`src/rtl/lsu_unit.sv`:
```
// lsu_unit: multi-cycle load/store unit that splits byte/half/word accesses
// (including misaligned ones) into one or two aligned word transactions on a
// req/gnt/rvalid memory port, stalling the core until the access completes.
module lsu_unit (
  input  logic        clk,
  input  logic        rst_n,
  input  logic        lsu_valid,
  input  logic        lsu_we,
  input  logic [1:0]  lsu_size,
  input  logic        lsu_unsigned,
  input  logic [31:0] lsu_addr,
  input  logic [31:0] lsu_wdata,
  output logic        lsu_stall,
  output logic        lsu_done,
  output logic [31:0] lsu_rdata,
  output logic        mem_req,
  output logic        mem_we,
  output logic [31:0] mem_addr,
  output logic [3:0]  mem_be,
  output logic [31:0] mem_wdata,
  input  logic        mem_gnt,
  input  logic        mem_rvalid,
  input  logic [31:0] mem_rdata
);

  localparam int unsigned XLEN = 32;
  localparam int unsigned NBE  = XLEN / 8;

  typedef enum logic [2:0] {
    IDLE  = 3'd0,
    REQ0  = 3'd1,
    WAIT0 = 3'd2,
    REQ1  = 3'd3,
    WAIT1 = 3'd4,
    DONE  = 3'd5
  } state_t;

  state_t            state;
  logic [1:0]        off_q;
  logic [1:0]        size_q;
  logic              uns_q;
  logic              we_q;
  logic              split_q;
  logic [NBE-1:0]    be_hi_q;
  logic [XLEN-1:0]   wdata_hi_q;
  logic [XLEN-1:0]   rdata0_q;

  logic [NBE-1:0]    mask_c;
  logic [2*NBE-1:0]  be_c;
  logic [2*XLEN-1:0] wdata_sh_c;
  logic [2*XLEN-1:0] ld_word_c;
  logic [XLEN-1:0]   ld_shift_c;
  logic [XLEN-1:0]   ld_ext_c;

  // Stall the core for as long as an access is pending and not yet done.
  assign lsu_stall = lsu_valid & (state != DONE);

  // Lane placement of the incoming request across two consecutive words.
  always_comb begin
    case (lsu_size)
      2'b00:   mask_c = 4'b0001;
      2'b01:   mask_c = 4'b0011;
      default: mask_c = 4'b1111;
    endcase
    be_c       = {4'b0000, mask_c} << lsu_addr[1:0];
    wdata_sh_c = {32'd0, lsu_wdata} << {lsu_addr[1:0], 3'b000};
  end

  // Load result: realign the captured word(s), truncate to size, extend.
  always_comb begin
    ld_word_c  = (state == WAIT1) ? {mem_rdata, rdata0_q} : {32'd0, mem_rdata};
    ld_shift_c = XLEN'(ld_word_c >> {off_q, 3'b000});
    case (size_q)
      2'b00:   ld_ext_c = uns_q ? {24'd0, ld_shift_c[7:0]}
                                : {{24{ld_shift_c[7]}}, ld_shift_c[7:0]};
      2'b01:   ld_ext_c = uns_q ? {16'd0, ld_shift_c[15:0]}
                                : {{16{ld_shift_c[15]}}, ld_shift_c[15:0]};
      default: ld_ext_c = ld_shift_c;
    endcase
  end

  // Access sequencer with registered memory-port and completion outputs.
  always_ff @(posedge clk or negedge rst_n) begin
    if (!rst_n) begin
      state      <= IDLE;
      off_q      <= 2'b00;
      size_q     <= 2'b00;
      uns_q      <= 1'b0;
      we_q       <= 1'b0;
      split_q    <= 1'b0;
      be_hi_q    <= '0;
      wdata_hi_q <= '0;
      rdata0_q   <= '0;
      mem_req    <= 1'b0;
      mem_we     <= 1'b0;
      mem_addr   <= '0;
      mem_be     <= '0;
      mem_wdata  <= '0;
      lsu_done   <= 1'b0;
      lsu_rdata  <= '0;
    end else begin
      lsu_done <= 1'b0;
      case (state)
        IDLE: begin
          if (lsu_valid) begin
            off_q      <= lsu_addr[1:0];
            size_q     <= lsu_size;
            uns_q      <= lsu_unsigned;
            we_q       <= lsu_we;
            split_q    <= |be_c[7:4];
            be_hi_q    <= be_c[7:4];
            wdata_hi_q <= wdata_sh_c[63:32];
            mem_req    <= 1'b1;
            mem_we     <= lsu_we;
            mem_addr   <= {lsu_addr[31:2], 2'b00};
            mem_be     <= be_c[3:0];
            mem_wdata  <= wdata_sh_c[31:0];
            state      <= REQ0;
          end
        end
        REQ0: begin
          if (mem_gnt) begin
            mem_req <= 1'b0;
            state   <= WAIT0;
          end
        end
        WAIT0: begin
          if (mem_rvalid) begin
            rdata0_q <= mem_rdata;
            if (split_q) begin
              mem_req   <= 1'b1;
              mem_addr  <= mem_addr + 32'd4;
              mem_be    <= be_hi_q;
              mem_wdata <= wdata_hi_q;
              state     <= REQ1;
            end else begin
              lsu_done <= 1'b1;
              if (!we_q) lsu_rdata <= ld_ext_c;
              state    <= DONE;
            end
          end
        end
        REQ1: begin
          if (mem_gnt) begin
            mem_req <= 1'b0;
            state   <= WAIT1;
          end
        end
        WAIT1: begin
          if (mem_rvalid) begin
            lsu_done <= 1'b1;
            if (!we_q) lsu_rdata <= ld_ext_c;
            state    <= DONE;
          end
        end
        DONE: begin
          state <= IDLE;
        end
        default: begin
          state <= IDLE;
        end
      endcase
    end
  end

endmodule
```
`config.mk`:
```
export PLATFORM = sky130hd
export DESIGN_NAME = lsu_unit
export DESIGN_NICKNAME = d
export VERILOG_FILES = /design/src/rtl/lsu_unit.sv
export SDC_FILE = /design/constraint.sdc
export NUM_CORES = 1
export LEC_CHECK = 0
export CORE_MARGIN = 2
export CORE_UTILIZATION = 55
export CTS_CLUSTER_SIZE = 28
export DETAILED_ROUTE_END_ITERATION = 10
export DONT_BUFFER_PORTS = 1
export MAX_ROUTING_LAYER = met4
export PLACE_DENSITY = 0.73
export SLEW_MARGIN = 40
export SYNTH_ARGS = -nofsm -noshare
export SYNTH_HDL_FRONTEND = slang
export SYNTH_SLANG_ARGS = --single-unit
```
`constraint.sdc`:
```
create_clock -name clk -period 2.2 [get_ports clk]
set_clock_uncertainty 0.05 [all_clocks]
set_input_delay 0 -clock clk [delete_from_list [all_inputs] [get_ports clk]]
set_output_delay 0 -clock clk [all_outputs]
set_load 0.03 [all_outputs]
```
# After elaboration in Yosys (flattened, before gate mapping)
# Cells that the tools add are included.
dict set report classes {
  n_addsub 1
  eq_ne 15
  n_shift 3
  muxes 38
  bitwise 1
  reduce_logical 14
}
# operator count
set ops {}
lappend ops {{32-bit 2-to-1 mux} 12}
lappend ops {{32-bit case mux with 2 select lines} 4}
lappend ops {{64-bit 2-to-1 mux} 1}
lappend ops {{32-bit by 5-bit << shifter with 64-bit output} 1}
lappend ops {{64-bit by 5-bit >> shifter with 32-bit output} 1}
lappend ops {{32-bit by 3-bit adder with 32-bit output (second input constant)} 1}
lappend ops {{3-bit 2-to-1 mux} 6}
lappend ops {{4-bit case mux with 2 select lines} 2}
lappend ops {{3-bit case mux with 5 select lines} 1}
lappend ops {{2-bit inequality test (second input constant)} 7}
lappend ops {{4-bit 2-to-1 mux} 3}
lappend ops {{5-bit AND reduction} 2}
lappend ops {{4-bit AND reduction} 2}
lappend ops {{4-bit by 2-bit << shifter with 8-bit output} 1}
lappend ops {{1-bit 2-to-1 mux} 7}
lappend ops {{3-bit by 2-bit == test with 1-bit output (second input constant)} 2}
lappend ops {{2-bit by 1-bit == test with 1-bit output (second input constant)} 2}
lappend ops {{2-bit zero test} 2}
lappend ops {{2-bit AND reduction} 2}
lappend ops {{2-bit nonzero test} 2}
lappend ops {{4-bit OR reduction} 1}
lappend ops {{3-bit by 1-bit == test with 1-bit output (second input constant)} 1}
lappend ops {{3-bit == test (second input constant)} 1}
lappend ops {{3-bit zero test} 1}
lappend ops {{other kinds (7)} 7}
dict set report totals {
  register_bits 180
  inputBits 105
  output_inout_bits 104
  elab_cells 87
}

# Longest topological paths before layout
# Gate-level depths: netlist of run 1.
dict set report logic_depth {
  word_depth 9
  mapped_depth 9
  depth_no_buf 6
}

# Worst setup path after synthesis of run 1
# No wires, ideal clock.
dict set report synth_path {
  path_kind {reg2reg}
  start {register mem_addr[2]}
  end {register mem_addr[26]}
  setup_ns 0.094
  arrival_time_ns 1.981
  required_time_ns 2.056
  path_slack_ns 0.075
  path_stages_with_launch 9
  n_path_buf 2
  synth_period_minus_slack_ns 2.125
  path_cell_list {dfrtp_1 ha_1 and4_1 clkbuf_1 and3_1 buf_2 nand4_1 o21a_1 a211oi_1}
}
dict set report synth_via {
  elab_chain_len 4
}
# item line
set synth_lines {}
lappend synth_lines {{start, declared} 18} ;# output logic [31:0] mem_addr,
lappend synth_lines {{start signal, assigned} 115} ;# mem_addr <= {lsu_addr[31:2], 2'b00};
lappend synth_lines {{start signal, assigned} 132} ;# mem_addr <= mem_addr + 32'd4;
lappend synth_lines {{32-bit by 3-bit adder with 32-bit output} 132}
lappend synth_lines {{32-bit 2-to-1 mux} 130} ;# if (split_q) begin
lappend synth_lines {{32-bit 2-to-1 mux} 128} ;# if (mem_rvalid) begin
lappend synth_lines {{32-bit case mux with 2 select lines} 103} ;# case (state)
# No other way between the ends. The select of a mux whose other input is x is not followed.
# A chain may end at the register's enable or synchronous reset.

# Worst setup path after layout of run 1
dict set report layout_path {
  start {register state[0]}
  end {register lsu_rdata[27]}
}
dict set report layout_via {
  elab_chain_len 9
  elab_cells_between_ends 17
  classes_between {eq/ne: 5; shift: 1; mux: 9; reduce/logical: 2}
}
# item line
set layout_lines {}
lappend layout_lines {{start, declared} 38} ;# state_t state;
lappend layout_lines {{start signal, assigned} 85} ;# state <= IDLE;
lappend layout_lines {{start signal, assigned} 118} ;# state <= REQ0;
lappend layout_lines {{start signal, assigned} 124} ;# state <= WAIT0;
lappend layout_lines {{3-bit == test} {71, 103}}
lappend layout_lines {{64-bit 2-to-1 mux} 71} ;# ld_word_c = (state == WAIT1) ? {mem_rdata, rdata0_q} : {32'd0, mem_rdata};
lappend layout_lines {{64-bit by 5-bit >> shifter with 32-bit output} 72} ;# ld_shift_c = XLEN'(ld_word_c >> {off_q, 3'b000});
lappend layout_lines {{32-bit 2-to-1 mux (on tied branches)} {76, 74}}
lappend layout_lines {{32-bit case mux with 2 select lines} 73} ;# case (size_q)
lappend layout_lines {{32-bit 2-to-1 mux} {138, 152}}
lappend layout_lines {{32-bit 2-to-1 mux} 130}
lappend layout_lines {{32-bit 2-to-1 mux} 128}
lappend layout_lines {{32-bit case mux with 2 select lines} 103}
lappend layout_lines {{end signal, assigned} 138} ;# if (!we_q) lsu_rdata <= ld_ext_c;
lappend layout_lines {{end signal, assigned} 152} ;# if (!we_q) lsu_rdata <= ld_ext_c;
lappend layout_lines {{end, declared} 15} ;# output logic [31:0] lsu_rdata,
# Several ways; a longest one is shown, not always the timed one. The select of a mux whose other input is x is not followed.

==> flow_summary.rst, run 1 <==
.. list-table::
   :header-rows: 1

   * - Metric
     - Value
   * - Sequence of cells on the critical path
     - nor3b_2 > buf_4 > mux2_2 > a32oi_2 > o21ai_2 > buf_12 > o21ai_1
   * - Post-placement cell area
     - 9930 um2
   * - Worst r2r src
     - state[0]
   * - Worst-case headroom to the max-slew limit
     - 46.7%
   * - Critical Path Sink Type
     - flop
   * - Row Count
     - 47
   * - Termination of the worst setup path
     - lsu_rdata[27]
   * - CTS root buffer
     - sky130_fd_sc_hd__clkbuf_16
   * - Slowest CP cell
     - sky130_fd_sc_hd__dfrtp_1
   * - Clock slew seen by the registers of the worst setup and hold paths
     - 0.07 ns
   * - Via density
     - 6.43
   * - Portion of the post-synthesis area used by sequential elements
     - 44.9%
   * - Worst hold path class
     - primary input to async pin
   * - Count of different cell masters after synthesis
     - 58
   * - DRT antenna net count
     - 0
   * - Maximum achievable frequency
     - 468 MHz
   * - Standby leakage power
     - 0.00510 uW
   * - Flip-flop cell with the highest count after synthesis
     - sky130_fd_sc_hd__dfrtp_1
   * - Required time of the critical path
     - 2.50 ns
   * - Max Buffers Root-to-Sink
     - 2
   * - Horizontal die dimension
     - 135 um
   * - DRC
     - 0
   * - Cells on worst reg2reg path
     - 7
   * - Violation count after the first detailed-routing iteration
     - 923
   * - Reg-to-Reg End
     - lsu_rdata[27]
   * - Sum of overflow across all layers after global routing
     - 0
   * - DP Wirelength
     - 17600 um
   * - Power per unit of standard cell area
     - 1510 nW/um2
   * - Setup ws final
     - 0.0642 ns
   * - Number of iterations in the first detailed-routing pass
     - 7
   * - Initial standard-cell utilization of the core
     - 56.6%
   * - Maximum number of pins on one net before global-route repair
     - 170
   * - Clock period minus final worst setup slack
     - 2.14 ns
   * - Setup slack on the worst flop-to-flop path
     - 0.06 ns
   * - Depth of the CTS H-tree
     - 4
   * - GR Util All Layers
     - 33.0%
   * - Post-synth design cell area
     - 9430 um2
   * - Count of final hold-check violations
     - 171
   * - CTS tree
     - yes
   * - Area occupied by multi-input gates
     - 4850 um2
   * - Mean Syn Cell Area
     - 9.05 um2
   * - Run status
     - finished with violations
   * - Delay of the slowest critical-path stage
     - 0.42 ns
   * - Filler-free cell count of the finished design
     - 1379
   * - Routability-driven placement congestion ratio
     - 0.925
   * - Violations in the final reports
     - hold timing
   * - Area leader, netlist
     - sky130_fd_sc_hd__dfrtp_1
   * - Worst-Margin Slew
     - 0.799 ns
   * - RSZ-0062 raised after global routing
     - true
   * - I/O pin count
     - 209
   * - Ys Warns
     - 0
   * - Async S/R FF share, synth
     - 100%
   * - Pre-CTS setup slack
     - -0.0280 ns
   * - Total inserted antenna cells
     - 0
   * - Area of the die
     - 18200 um2
   * - Count of flip-flops with a built-in enable after synthesis
     - 0
   * - WP data arrival
     - 2.44 ns
   * - Die height
     - 135 um
   * - Net count reported at finish
     - 1252
   * - Flip-flop and latch count after synthesis
     - 169
   * - Hold_ws
     - -0.781 ns
   * - Critical Setup Path Class
     - flop to flop
   * - Clock tree sinks
     - 169
   * - Number of logic stages on the critical path including buffering
     - 7
   * - Leading post-synthesis cells by cell area
     - sky130_fd_sc_hd__dfrtp_1 45%, sky130_fd_sc_hd__mux2i_1 8.0%, sky130_fd_sc_hd__nand2_1 6.8%, sky130_fd_sc_hd__mux2_2 6.2%, sky130_fd_sc_hd__nor2_1 4.1%
   * - Area taken by flip-flops and latches
     - 4230 um2
   * - Max Cap Violations
     - 0
   * - Setup crit start kind
     - flop
   * - Wire length of the first global-routing pass
     - 46300 um
   * - Hold buffer count at CTS
     - 109
   * - Maximum vdd ir drop
     - 0.000843 V
   * - Post-route fraction of the period consumed by the critical path
     - 97.1%
   * - Drt total wl
     - 29000 um
   * - Highest fanout seen on the critical path
     - 9
   * - Filler cell count
     - 1197
   * - CP startpoint
     - state[0]
   * - Insertion delay to the later sink of the worst-skew pair
     - 0.43 ns
   * - Number of buffers created by CTS
     - 17
   * - Area share of the largest cell type after synthesis
     - 44.9%
   * - Top delay family on crit path
     - compound AO/OA/AOI/OAI gates
   * - Area added between synthesis and finish
     - 24.5%
   * - Per-cell routed wire length
     - 21.0 um
   * - Pins over their slew limit
     - 0
   * - CORE AREA
     - 16600 um2
   * - Worst path buffer plus inverter count
     - 2
   * - Number of failing setup endpoints in the final timing report
     - 0
   * - Number of placed instances with taps included
     - 1237
   * - Via count of the first global-routing pass
     - 8818
   * - Cell area after layout
     - 11700 um2
   * - Share of post-route cells with drive strength above 1
     - 14.8%
   * - Input/output buffers
     - 0
   * - Post-Synthesis Cells
     - 1042
   * - Initial antenna violation count
     - 0
   * - Via count
     - 8867
[metrics by stage]
step / total power [uW] / util (%) / TNS (ns)
final: 17800 / 70.5 / 0
after global routing: 18700 / 70.5 / -0.206
after global placement: 13800 / 59.7 / 0
after CTS: 17500 / 70.1 / 0
after floorplan: 11800 / - / 0
after detailed placement: 14000 / 59.7 / -0.0447
[worst min-delay path by stage]
| stage | end | slack [ns] | from | depth (start not counted) |
|---|---|---|---|---|
| 2_1_floorplan | be_hi_q[0] | -0.35 | rst_n | 0 |
| 3_3_place_gp | lsu_done | -0.34 | rst_n | 0 |
| 3_5_place_dp | lsu_done | -0.34 | rst_n | 0 |
| 4_1_cts | lsu_rdata[22] | -0.79 | rst_n | 0 |
| 5_1_grt | lsu_done | -0.79 | rst_n | 0 |
| 6_report | lsu_done | -0.78 | rst_n | 0 |
[flip-flops by register name (all words and copies together) (netlist names)]
signal,flops
we_q,1
wdata_hi_q,24
rdata0_q,32
be_hi_q,3
state,3
mem_be,4
lsu_done,1
lsu_rdata,32
off_q,2
mem_addr,30
mem_req,1
split_q,1
mem_wdata,32
size_q,2
uns_q,1
[where the power goes]
| group | leakage, uW | switching, uW | internal [uW] |
|---|---|---|---|
| Sequential | 0.00205 | 2480 | 4620 |
| Combinational | 0.00276 | 4470 | 3010 |
| Clock | 0.000300 | 1310 | 1870 |
[Yosys cell counts (5+ instances only)]
master / n
sky130_fd_sc_hd__dfrtp_1: 169
sky130_fd_sc_hd__o311ai_1: 8
sky130_fd_sc_hd__a31oi_1: 22
sky130_fd_sc_hd__nand4_1: 8
sky130_fd_sc_hd__a2bb2oi_1: 9
sky130_fd_sc_hd__a221oi_1: 17
sky130_fd_sc_hd__mux2i_1: 75
sky130_fd_sc_hd__nor2b_1: 5
sky130_fd_sc_hd__o21ai_0: 67
sky130_fd_sc_hd__inv_1: 12
sky130_fd_sc_hd__a211oi_1: 12
sky130_fd_sc_hd__o211ai_1: 16
sky130_fd_sc_hd__nor2_1: 103
sky130_fd_sc_hd__and3_1: 7
sky130_fd_sc_hd__o22a_1: 7
sky130_fd_sc_hd__nand3_1: 40
sky130_fd_sc_hd__o21ai_1: 8
sky130_fd_sc_hd__buf_2: 17
sky130_fd_sc_hd__buf_1: 8
sky130_fd_sc_hd__nand2_1: 172
sky130_fd_sc_hd__nor3_1: 14
sky130_fd_sc_hd__o22ai_1: 10
sky130_fd_sc_hd__mux2_2: 52
sky130_fd_sc_hd__a21oi_1: 53
sky130_fd_sc_hd__o2111ai_1: 9
sky130_fd_sc_hd__clkbuf_1: 58
sky130_fd_sc_hd__and4_1: 5
[worst register-to-register path, stage by stage, from the launching register on]
cell and delay, ns:
sky130_fd_sc_hd__dfrtp_1 0.42, sky130_fd_sc_hd__nor3b_2 0.39, sky130_fd_sc_hd__buf_4 0.19, sky130_fd_sc_hd__mux2_2 0.34, sky130_fd_sc_hd__a32oi_2 0.30, sky130_fd_sc_hd__o21ai_2 0.11, sky130_fd_sc_hd__buf_12 0.16, sky130_fd_sc_hd__o21ai_1 0.09
[layout make-up]
cell class | count | area share (%)
clock buffers | 21 | 3.92
clock inverters | 11 | 1.37
inverters | 13 | 0.416
multi-input cells | 773 | 41.4
flip-flops and latches | 169 | 36.0
well taps | 220 | 2.34
repair buffers | 172 | 14.5
[cell families after synthesis]
logic type	synth area share (%)
AOI/OAI and AO/OA	17.8
xor gates and xnor gates	0.0929
adders and majority gates	0.133
buffers and inverters	4.42
DFF	44.9
muxes	15.3
other	0.0398
and+or+nand+nor	17.4
[layout by cell type, fill, tap and decap left out, types with 4 or more instances in the layout]
| cell type | n |
|---|---|
| sky130_fd_sc_hd__a41oi_1 | 4 |
| sky130_fd_sc_hd__o21ai_0 | 67 |
| sky130_fd_sc_hd__nand4_1 | 8 |
| sky130_fd_sc_hd__nor2b_1 | 4 |
| sky130_fd_sc_hd__nor3_1 | 14 |
| sky130_fd_sc_hd__a211oi_1 | 10 |
| sky130_fd_sc_hd__a21oi_1 | 53 |
| sky130_fd_sc_hd__clkbuf_16 | 17 |
| sky130_fd_sc_hd__dfrtp_1 | 168 |
| sky130_fd_sc_hd__and2_1 | 4 |
| sky130_fd_sc_hd__o22ai_1 | 10 |
| sky130_fd_sc_hd__nand3_1 | 40 |
| sky130_fd_sc_hd__nand4b_1 | 4 |
| sky130_fd_sc_hd__a2bb2oi_1 | 9 |
| sky130_fd_sc_hd__and3_1 | 6 |
| sky130_fd_sc_hd__buf_12 | 11 |
| sky130_fd_sc_hd__inv_1 | 12 |
| sky130_fd_sc_hd__mux4_2 | 4 |
| sky130_fd_sc_hd__a221oi_1 | 16 |
| sky130_fd_sc_hd__o311ai_1 | 8 |
| sky130_fd_sc_hd__and4_1 | 5 |
| sky130_fd_sc_hd__mux2_2 | 52 |
| sky130_fd_sc_hd__buf_4 | 52 |
| sky130_fd_sc_hd__o22a_1 | 7 |
| sky130_fd_sc_hd__nor2_1 | 101 |
| sky130_fd_sc_hd__dlygate4sd3_1 | 107 |
| sky130_fd_sc_hd__o21ai_1 | 8 |
| sky130_fd_sc_hd__nand2_1 | 172 |
| sky130_fd_sc_hd__mux2i_1 | 73 |
| sky130_fd_sc_hd__o211ai_1 | 16 |
| sky130_fd_sc_hd__a31oi_1 | 22 |
| sky130_fd_sc_hd__clkinv_4 | 4 |
| sky130_fd_sc_hd__o2111ai_1 | 9 |
[per-layer routing]
metal / vias up / GRT usage, % / wire length, um
met5: - / - / 0
met4: 0 / 13.5 / 1010
met3: 99 / 7.21 / 2840
met2: 526 / 51.8 / 13600
met1: 4275 / 41.8 / 11500
li1: 3967 / - / -
[timing repair]
item	CTS	global route
setup endpoints to repair	2	31
gates cloned	0	0
buffers inserted	0	1
gates resized for setup	0	13
hold endpoints to repair	332	169
pin swaps	1	1
(Power assumes the default switching activity.)
==> run 2, diff against run 1 <==
ABC_AREA = 1   (was default)
==> run 2 against run 1 <==
  * Via count up 16%
  * Worst hold slack got worse by 0.013 ns
  * The flow still finishes with violations (hold timing)
  * Synthesized cell count is 35% higher
  * Non-clock buffer count increased by 6
==> flow_summary.rst, run 2 <==
.. list-table::
   :header-rows: 1

   * - Metric
     - Value
   * - Count of final hold-check violations
     - 169
   * - CTS tree
     - yes
   * - Cells on worst reg2reg path
     - 9
   * - Largest registers in the final layout
     - lsu_rdata: 32 flops, mem_wdata: 32 flops, rdata0_q: 32 flops
   * - Via count
     - 10.3k
   * - Hold_ws
     - -0.794 ns
   * - WP data arrival
     - 2.31 ns
   * - Highest fanout seen on the critical path
     - 24
   * - Die height
     - 138 um
   * - Commonest cells after routing, fill and taps aside
     - 471 x sky130_fd_sc_hd__nand2_1, 168 x sky130_fd_sc_hd__dfrtp_1, 154 x sky130_fd_sc_hd__nand3_1, 120 x sky130_fd_sc_hd__dlygate4sd3_1, 115 x sky130_fd_sc_hd__o21ai_0
   * - Wire length of the first global-routing pass
     - 51200 um
   * - Switching fraction of total power
     - 50.6%
   * - Input/output buffers
     - 0
   * - Maximum achievable frequency
     - 487 MHz
   * - Area leader, netlist
     - sky130_fd_sc_hd__dfrtp_1
   * - Net count reported at finish
     - 1627
   * - Async S/R FF share, synth
     - 100%
   * - Worst-Margin Slew
     - 0.765 ns
   * - Pins over their slew limit
     - 0
   * - DRT antenna net count
     - 0
   * - Internal portion of total power
     - 8820 uW
   * - Flip-flop and latch count after synthesis
     - 169
   * - Required time of the critical path
     - 2.46 ns
   * - Net load switching power
     - 9040 uW
   * - Routability-driven placement congestion ratio
     - 0.986
   * - Area of the die
     - 19100 um2
   * - Mean Syn Cell Area
     - 7.04 um2
   * - Clock slew seen by the registers of the worst setup and hold paths
     - 0.07 ns
   * - Post-route fraction of the period consumed by the critical path
     - 93.3%
   * - Horizontal die dimension
     - 138 um
   * - CTS root buffer
     - sky130_fd_sc_hd__clkbuf_16
   * - Depth of the CTS H-tree
     - 4
   * - Logic pwr share
     - 43.7%
   * - Critical Setup Path Class
     - flop to flop
   * - Critical Path Sink Type
     - flop
   * - Post-Synthesis Cells
     - 1408
   * - Flip-flop cell with the highest count after synthesis
     - sky130_fd_sc_hd__dfrtp_1
   * - Initial standard-cell utilization of the core
     - 55.5%
   * - Setup crit start kind
     - flop
   * - Portion of the post-synthesis area used by sequential elements
     - 42.7%
   * - DP Wirelength
     - 20400 um
   * - Violations in the final reports
     - hold timing
   * - Number of buffers created by CTS
     - 17
   * - Insertion delay to the later sink of the worst-skew pair
     - 0.44 ns
   * - Share of post-route cells with drive strength above 1
     - 9.39%
   * - Number of failing setup endpoints in the final timing report
     - 0
   * - Dominant cell by count in the synthesized netlist
     - sky130_fd_sc_hd__nand2_1
   * - Max Buffers Root-to-Sink
     - 2
   * - Setup slack on the worst flop-to-flop path
     - 0.15 ns
   * - Power per unit of standard cell area
     - 1470 nW/um2
   * - Area share of the largest cell type after synthesis
     - 42.7%
   * - Worst hold path class
     - primary input to async pin
   * - Via density
     - 5.82
   * - Max Cap Violations
     - 0
   * - Clock period minus final worst setup slack
     - 2.05 ns
   * - DRC
     - 0
   * - Maximum vdd ir drop
     - 0.000855 V
   * - Leading post-synthesis cells by cell area
     - sky130_fd_sc_hd__dfrtp_1 43%, sky130_fd_sc_hd__nand2_1 18%, sky130_fd_sc_hd__nand3_1 7.8%, sky130_fd_sc_hd__o21ai_0 5.8%, sky130_fd_sc_hd__inv_1 4.0%
   * - Number of iterations in the first detailed-routing pass
     - 7
   * - Reg-to-Reg End
     - lsu_rdata[1]
   * - Via count of the first global-routing pass
     - 9939
   * - Drt total wl
     - 31600 um
   * - Post-synth design cell area
     - 9910 um2
   * - Maximum number of pins on one net before global-route repair
     - 170
   * - Sum of overflow across all layers after global routing
     - 0
   * - Per-cell routed wire length
     - 17.9 um
   * - Filler cell count
     - 1456
   * - Pre-CTS setup slack
     - 0.197 ns
   * - GR Util All Layers
     - 33.8%
   * - Run status
     - finished with violations
   * - Count of flip-flops with a built-in enable after synthesis
     - 0
   * - I/O pin count
     - 209
   * - Row Count
     - 49
   * - Violation count after the first detailed-routing iteration
     - 959
   * - Final Power
     - 17900 uW
   * - Part of the power in the clock network
     - 17.0%
   * - Synth top cells by count
     - 472 x sky130_fd_sc_hd__nand2_1, 169 x sky130_fd_sc_hd__dfrtp_1, 154 x sky130_fd_sc_hd__nand3_1
   * - Most frequent standard cell in the layout excluding fill and tap cells
     - sky130_fd_sc_hd__nand2_1
   * - Ys Warns
     - 0
   * - CORE AREA
     - 17800 um2
   * - Area added between synthesis and finish
     - 22.6%
   * - Part of the power in registers
     - 39.3%
   * - Setup ws final
     - 0.146 ns
   * - Count of different cell masters after synthesis
     - 42
   * - Standby leakage power
     - 0.00590 uW
   * - Initial antenna violation count
     - 2
   * - Worst r2r src
     - state[0]
   * - Clock tree sinks
     - 169
   * - Hold buffer count at CTS
     - 121
   * - Worst-case headroom to the max-slew limit
     - 49.0%
[run 2: cell types whose count changed after synthesis, moves of 22 or more]
cell / previous run / this run
sky130_fd_sc_hd__or2_2: 1 / 25
sky130_fd_sc_hd__mux2_2: 52 / 7
sky130_fd_sc_hd__mux2i_1: 75 / 0
sky130_fd_sc_hd__inv_1: 12 / 105
sky130_fd_sc_hd__o22ai_1: 10 / 32
sky130_fd_sc_hd__nand3_1: 40 / 154
sky130_fd_sc_hd__o21ai_0: 67 / 115
sky130_fd_sc_hd__nand2_1: 172 / 472
[run 2: kinds of logic after synthesis]
family                     count (synthesis)  synth area share (%)
muxes                                      7                 0.796
other                                      1                0.0379
adders and majority gates                  1                 0.126
buffers and inverters                    197                  8.50
and+or+nand+nor                          773                  33.1
AOI/OAI and AO/OA                        257                  14.4
xor gates and xnor gates                   3                 0.265
DFF                                      169                  42.7
[run 2: final cells by class]
type,count,area [um2],area share [%]
multi-input combinational,1043,4850,40.0
sequential,169,4230,34.8
timing repair buffer,178,1740,14.3
clock buffer,17,425,3.50
inverter,112,422,3.47
tap,229,287,2.36
clock inverter,15,180,1.48
antenna,2,5.00,0.0412
[run 2: critical path: stages (launching register included)]
cell and delay (ns):
sky130_fd_sc_hd__dfrtp_1 0.53, sky130_fd_sc_hd__inv_2 0.09, sky130_fd_sc_hd__nand3_2 0.11, sky130_fd_sc_hd__inv_2 0.07
sky130_fd_sc_hd__nand2_1 0.07, sky130_fd_sc_hd__nand3_1 0.08, sky130_fd_sc_hd__a21oi_2 0.25, sky130_fd_sc_hd__inv_1 0.40
sky130_fd_sc_hd__nand2_1 0.18, sky130_fd_sc_hd__o21ai_1 0.09
[run 2: stage by stage]
step	utilization [%]	instance area, um2	cells	setup TNS, ns
2_1_floorplan	-	9910	1409	0
3_3_place_gp	57.6	10300	1609	0
3_5_place_dp	57.6	10300	1609	0
4_1_cts	67.9	12100	1762	0
5_1_grt	68.1	12100	1765	-0.00147
6_report	68.1	12100	1765	0
[run 2: power groups by stage]
stage	Sequential, uW	Combinational, uW	Clock [uW]
2_1_floorplan	7060	5090	0
3_3_place_gp	7020	7150	0
3_5_place_dp	7020	7300	0
4_1_cts	6970	7550	3080
5_1_grt	7170	8740	3180
6_report	7010	7810	3040
[run 2: worst max path at each step]
| stage | start | endpoint | cells past startpoint |
|---|---|---|---|
| after floorplan | mem_addr[2] | mem_addr[20] | 10 |
| after global placement | state[2] | mem_addr[12] | 11 |
| after detailed placement | state[2] | lsu_rdata[5] | 9 |
| after CTS | state[2] | lsu_rdata[1] | 9 |
| after global routing | state[0] | lsu_rdata[25] | 9 |
| final | state[0] | lsu_rdata[1] | 9 |
[run 2: metal layers]
layer  global-route usage [%]  share of wire [%]
met1                     42.3                 40
met2                     52.9                 47
met3                     7.38                8.4
met4                     15.6                4.8
met5                        -                  0
[run 2: what timing repair did]
action	in CTS	in global routing
resized for setup	0	2
hold endpoints to repair	334	169
setup buffers	0	0
setup endpoints to repair	0	3
